<file path="src/rtl/cpu_pkg.sv">
// Shared CPU definitions: fetch FSM state encoding, the NOP word and a
// small PC helper used by the IF/ID stage.
package cpu_pkg;

   typedef enum logic {
      RUN  = 1'b0,
      HELD = 1'b1
   } fetch_state_t;

   localparam logic [31:0] NOP = 32'h0000_0000;

   // Next sequential byte address; natural 32-bit wrap at the top of memory.
   function automatic logic [31:0] pc_plus4(input logic [31:0] pc);
      return pc + 32'd4;
   endfunction

endpackage

</file>
<file path="src/rtl/if_skid_buffer.sv">
// Fetch skid buffer: while decode is stalled the BRAM keeps reading the
// newer PC, so the word for the stalled fetch is parked here and replayed
// when the stall releases.
module if_skid_buffer
   import cpu_pkg::*;
(
   input  logic        Clk,
   input  logic        Reset,
   input  logic        ID_stall,
   input  logic        IF_flush,
   input  logic [31:0] imem_rdata,
   output logic [31:0] sel_instr
);

   fetch_state_t state;
   fetch_state_t next_state;
   logic [31:0]  skid_data;
   logic         skid_valid;
   logic         capture;

   // State register for the RUN/HELD fetch FSM.
   always_ff @(posedge Clk) begin
      if (Reset) begin
         state <= RUN;
      end else begin
         state <= next_state;
      end
   end

   // Next state: enter HELD on the first stalled edge, leave on release.
   always_comb begin
      next_state = state;
      capture    = 1'b0;
      case (state)
         RUN: begin
            if (ID_stall && !skid_valid) begin
               next_state = HELD;
               capture    = 1'b1;
            end
         end
         HELD: begin
            if (!ID_stall) begin
               next_state = RUN;
            end
         end
         default: next_state = RUN;
      endcase
   end

   // Skid storage: grab the stalled fetch word, drop it on flush or release.
   always_ff @(posedge Clk) begin
      if (Reset) begin
         skid_data  <= NOP;
         skid_valid <= 1'b0;
      end else if (!ID_stall && IF_flush) begin
         skid_data  <= NOP;
         skid_valid <= 1'b0;
      end else if (capture) begin
         skid_data  <= imem_rdata;
         skid_valid <= 1'b1;
      end else if (state == HELD && !ID_stall) begin
         skid_valid <= 1'b0;
      end
   end

   assign sel_instr = (state == HELD) ? skid_data : imem_rdata;

endmodule

</file>
<file path="src/rtl/if_id_stage.sv">
// IF/ID pipeline stage for a synchronous-BRAM instruction memory.
// Optional performance counters are built when IF_ID_PERF_COUNT_EN is
// defined; otherwise fetch_count/stall_count read as zero.
module if_id_stage
   import cpu_pkg::*;
#(
   parameter int ADDR_W = 10
)
(
   input  logic              Clk,
   input  logic              Reset,
   input  logic [31:0]       PC,
   input  logic              ID_stall,
   input  logic              IF_flush,
   output logic [ADDR_W-1:0] imem_addr,
   input  logic [31:0]       imem_rdata,
   output logic [31:0]       IFID_instr,
   output logic [31:0]       IFID_PC_plus4,
   output logic              IFID_valid,
   output logic [31:0]       fetch_count,
   output logic [31:0]       stall_count
);

   logic [31:0] f_pc;
   logic        f_valid;
   logic [31:0] sel_instr;
   logic        unused_pc_bits;

   assign imem_addr      = PC[ADDR_W+1:2];
   assign unused_pc_bits = ^{PC[31:ADDR_W+2], PC[1:0]};

   if_skid_buffer u_skid_buffer (
      .Clk        (Clk),
      .Reset      (Reset),
      .ID_stall   (ID_stall),
      .IF_flush   (IF_flush),
      .imem_rdata (imem_rdata),
      .sel_instr  (sel_instr)
   );

   // In-flight fetch tracker: mirrors the PC the BRAM is currently reading.
   always_ff @(posedge Clk) begin
      if (Reset) begin
         f_pc    <= 32'd0;
         f_valid <= 1'b0;
      end else if (!ID_stall) begin
         f_pc    <= PC;
         f_valid <= 1'b1;
      end
   end

   // IF/ID register: stall holds, flush injects a NOP bubble.
   always_ff @(posedge Clk) begin
      if (Reset) begin
         IFID_instr    <= NOP;
         IFID_PC_plus4 <= 32'd0;
         IFID_valid    <= 1'b0;
      end else if (!ID_stall) begin
         IFID_PC_plus4 <= pc_plus4(f_pc);
         if (IF_flush) begin
            IFID_instr <= NOP;
            IFID_valid <= 1'b0;
         end else begin
            IFID_instr <= sel_instr;
            IFID_valid <= f_valid;
         end
      end
   end

`ifdef IF_ID_PERF_COUNT_EN
   logic [31:0] fetch_cnt;
   logic [31:0] stall_cnt;

   // Performance counters: delivered valid instructions and stalled cycles.
   always_ff @(posedge Clk) begin
      if (Reset) begin
         fetch_cnt <= 32'd0;
         stall_cnt <= 32'd0;
      end else begin
         if (ID_stall) begin
            stall_cnt <= stall_cnt + 32'd1;
         end
         if (!ID_stall && !IF_flush && f_valid) begin
            fetch_cnt <= fetch_cnt + 32'd1;
         end
      end
   end

   assign fetch_count = fetch_cnt;
   assign stall_count = stall_cnt;
`else
   assign fetch_count = 32'd0;
   assign stall_count = 32'd0;
`endif

endmodule

</file>
<file path="config.mk">
export PLATFORM = sky130hd
export DESIGN_NAME = if_id_stage
export DESIGN_NICKNAME = d
export VERILOG_FILES = /design/src/rtl/cpu_pkg.sv /design/src/rtl/if_skid_buffer.sv /design/src/rtl/if_id_stage.sv
export SDC_FILE = /design/constraint.sdc
export NUM_CORES = 1
export LEC_CHECK = 0
export BUFFER_PORTS_ARGS = -buffer_cell sky130_fd_sc_hd__buf_2
export CAP_MARGIN = 0
export CORE_ASPECT_RATIO = 0.75
export CORE_MARGIN = 2
export CORE_UTILIZATION = 55
export CTS_CLUSTER_DIAMETER = 100
export DETAILED_ROUTE_END_ITERATION = 8
export PLACE_DENSITY_LB_ADDON = 0.12
export SYNTH_ARGS = -nofsm -noshare
export SYNTH_HDL_FRONTEND = slang
export SYNTH_SLANG_ARGS = --single-unit
</file>
<file path="constraint.sdc">
create_clock -name Clk -period 3.1 [get_ports Clk]
set_input_delay 0.155 -clock Clk [delete_from_list [all_inputs] [get_ports Clk]]
set_output_delay 0.155 -clock Clk [all_outputs]
set_load 0.05 [all_outputs]
</file>
# Word level (Yosys, flattened, before mapping)
# Index checks and enable logic that the tools add are counted.
# classes
add_sub_neg,1
n_mux,9
n_bitwise,1
reduce_logical,7
# op_table
op,n
$mux 32,2
$add 32x3->32 const B,1
$mux 1,6
$logic_and 1x1->1,3
$logic_not 1->1,2
$pmux 1 s2,1
$reduce_bool 2->1,1
$reduce_or 2->1,1
$not 1->1,1
# word_totals
regBits,132
in_bits,68
out_inout_bits,139
wordCells,26

# Longest topological paths before layout
# depth
word_depth,5
depth_mapped,6
depth_no_buf,5

# By module
# A second synthesis with hierarchy kept.
# unflattened
cells_unflattened,705
area_unflattened_um2,6184.7
# by_module_without_submodules
mod,instances,cells_each,area_each_um2,seq_area_each_um2
if_id_stage,1,519,4590.7,1961.9
if_skid_buffer,1,186,1594.0,680.7

# Worst setup path before layout
# Ideal clock, no wire load.
# synth_timing
kind,reg2reg
startpoint,register f_pc[2]
endpoint,register IFID_PC_plus4[24]
setup_time_ns,0.120
arrival_ns,1.572
t_required_ns,2.980
path_slack_ns,1.408
stages_incl_launch_ff,7
n_path_buf,1
period_less_slack_ns,1.692
path_cell_list,dfxtp_1 -> ha_1 -> nand4_4 -> nor4_4 -> buf_6 -> a31oi_1 -> o31a_1
# synth_via
elab_chain_len,1
# synth_lines
item,line_no,source
from (decl),if_id_stage.sv:24,logic [31:0] f_pc;
from (signal assigned),if_id_stage.sv:44,f_pc <= 32'd0;
from (signal assigned),if_id_stage.sv:47,f_pc <= PC;
$add 32x3->32,cpu_pkg.sv:14,return pc + 32'd4;
to (signal assigned),if_id_stage.sv:59,IFID_PC_plus4 <= pc_plus4(f_pc);
to (decl),if_id_stage.sv:18,"output logic [31:0] IFID_PC_plus4,"
# Every way passes these cells.
# A chain may end at the register's enable or synchronous reset.

# Worst setup path in the final report
# layout_timing
startpoint,register f_pc[2]
endpoint,register IFID_PC_plus4[30]
# Same word-level chain as after synthesis.

==> impl_metrics.tcl <==
set metrics [dict create \
    status "complete, no violations" \
    grt_use_total_pct 22.88 \
    gp_congestion 0.7719 \
    period_share_pct 69.67 \
    wl_um 14000 \
    synth_edf_count 0 \
    slew_headroom_pct 20.63 \
    synth_area_mm2 0.006186 \
    cp_data_required_time_ns 3.40 \
    pre_cts_slack_ns 0.9458 \
    multi_input_area_mm2 0.002955 \
    cts_tree "done" \
    coreArea_mm2 0.01094 \
    power_density_mw_per_mm2 607.9 \
    tightestPinTransition_ns 1.191 \
    fp.dieW_um 126.5 \
    dieArea_mm2 0.01212 \
    antenna_cells 0 \
    power_mw 4.664 \
    maxSlewViolCount 0 \
    avgSynthCellArea_um2 8.913 \
    p_leak_nw 3.395 \
    ys.flop_type "dfxtp_1" \
    vias 5188 \
    clock_sinks 132 \
    tns_ns 0 \
    hp-class "input port to flip-flop" \
    viasPerCell 5.142 \
    max_freq_mhz 463.0 \
    numCtsBuffers 17 \
    detailed_place_hpwl_um 9262 \
    hold_violations 0 \
    initial_utilization_pct 56.54 \
    post_cts_buffers 0 \
    fillCellCount 898 \
    final.setup_skew_ns 0.009859 \
    async_reset_ff_share_pct 0 \
    die_h_um 95.85 \
    cts.clk_slew.worst_paths_ns 0.06 \
    io_buffer_count 142 \
    antenna_found_initial 0 \
    cp.arrival_ns 2.46 \
    setup_slack_ns 0.9403 \
    layout-drive-gt1-share_pct 24.51 \
    design_area_mm2 0.007671 \
    setup_viol 0 \
    critPathCaptureType "flip-flop" \
    ir_drop_mv 0.4583 \
    ios 207 \
    worstSetupPathType "flip-flop to flip-flop" \
    rows 33 \
    final_cell_mix "buf_2, dfxtp_1, nand2_1, mux2i_1, conb_1" \
    areaGrowthSynthToFinish_pct 24.01 \
    regArea_mm2 0.002644 \
    htree_levels 4 \
    yosys_warnings 0 \
    clk_latency_ns 0.41 \
    yosysSeqAreaShare_pct 42.72 \
    synth-seq-cells 132 \
    fin_nets 925 \
    drc_errors 0 \
    rsz0062_at_grt "no" \
    final.min_clock_period_ns 2.160 \
    grt_pass1_wl_um 22330 \
    ys_types 48 \
    grt_pass1_vias 4702 \
    crit_path_start_kind "flip-flop" \
    place_area_mm2 0.006619 \
    overflow 0 \
    wl_per_cell_um 13.87 \
    critPathMaxFanout 12 \
    clockBufferDepth 2 \
    drt_iter0_drc 277 \
    dr.pass1.iters 4 \
    final_common_cell "buf_2" \
    root_buffer "clkbuf_16" \
    syn_inst 694 \
    grt_max_degree 67 \
    cap_violations 0 \
    drtAntennaViolNets 0 \
]
## power by group
group / switching, mW / leakage (nW) / internal [mW]
clock network: 0.739 / 0.296 / 1.31
logic: 0.548 / 2.02 / 0.210
registers: 0.0726 / 1.08 / 1.79
total: 1.36 / 3.39 / 3.30
## cell usage after synthesis (3+ instances only)
master	instances	area share (%)
dfxtp_1	132	43
buf_1	4	0.24
inv_1	19	1.2
nand3_1	6	0.49
buf_4	74	9.0
a2111oi_2	9	2.2
o21ai_0	36	2.9
nand2_1	113	6.9
buf_6	3	0.55
nor4_1	4	0.40
a21oi_1	40	3.2
mux2i_1	67	11
nand4_4	3	1.0
and4_2	4	0.65
or3_1	3	0.30
buf_2	10	0.81
xnor2_1	9	1.3
a211oi_1	11	1.3
and4_1	7	0.99
nor3_1	6	0.49
nor2b_1	4	0.40
nor2_1	60	3.6
nand4_1	3	0.30
and3_1	5	0.51
a311oi_1	8	1.1
clkbuf_1	21	1.3
## kinds of logic after synthesis
family          after synthesis  share of synthesized area (%)
compound gates              119                          13.05
xor+xnor                     11                          1.558
fa+ha+maj                     1                         0.2022
buf+inv                     133                          13.45
flops                       132                          42.72
mux                          67                          10.84
other cells                   1                        0.06062
simple gates                230                          18.12
## sequential cells by signal, summed over array words and instances (netlist names)
| signal | count |
|---|---|
| u_skid_buffer.skid_data | 32 |
| f_valid | 1 |
| IFID_valid | 1 |
| IFID_instr | 32 |
| u_skid_buffer.skid_valid | 1 |
| IFID_PC_plus4 | 32 |
| f_pc | 32 |
| u_skid_buffer.state | 1 |
## layout make-up
cell class	instances	area share [%]
Inverter	19	0.9297
Clock buffer	20	5.953
Sequential cell	132	34.46
Multi-Input combinational cell	492	38.53
Tap cell	140	2.283
Timing Repair Buffer	194	15.82
Clock inverter	12	2.023
## metal layers
metal	vias to the layer above	global-route usage (%)	share of wire, %
met1	2423	31.17	47
met3	18	5.003	6.4
li1	2569	-	-
met5	-	0	0
met4	0	7.967	1.4
met2	178	36.19	45
## critical path, cell delays in order (launching register included)
cell and delay, ns:
dfxtp_1 0.42, ha_1 0.28, nand4_4 0.17, nor4_4 0.64, a311oi_1 0.22, a2111oi_2 0.31
## timing repair
item                                   CTS  global route
setup endpoints to repair                0             0
endpoints found under the hold margin   44             0
hold buffers                            44             0
gates resized for setup                  0             0
## per-stage QoR
step,hold WS [ns],std cells,utilization (%)
2_1_floorplan,0.2910,757,-
3_3_place_gp,0.3827,933,60.49
3_5_place_dp,0.3907,933,60.49
4_1_cts,0.0009182,1009,70.11
5_1_grt,0.008394,1009,70.11
6_report,0.003477,1009,70.11
## final timing paths
check        cells past startpoint  slack, ns                 to           start
min reg2reg                      2       0.45     IFID_instr[11]  IFID_instr[11]
max                              5       0.94  IFID_PC_plus4[30]         f_pc[2]
max reg2reg                      5       0.94  IFID_PC_plus4[30]         f_pc[2]
min                              3      0.003           f_pc[25]          PC[25]
No activity file was read; power rests on OpenSTA's default activity.
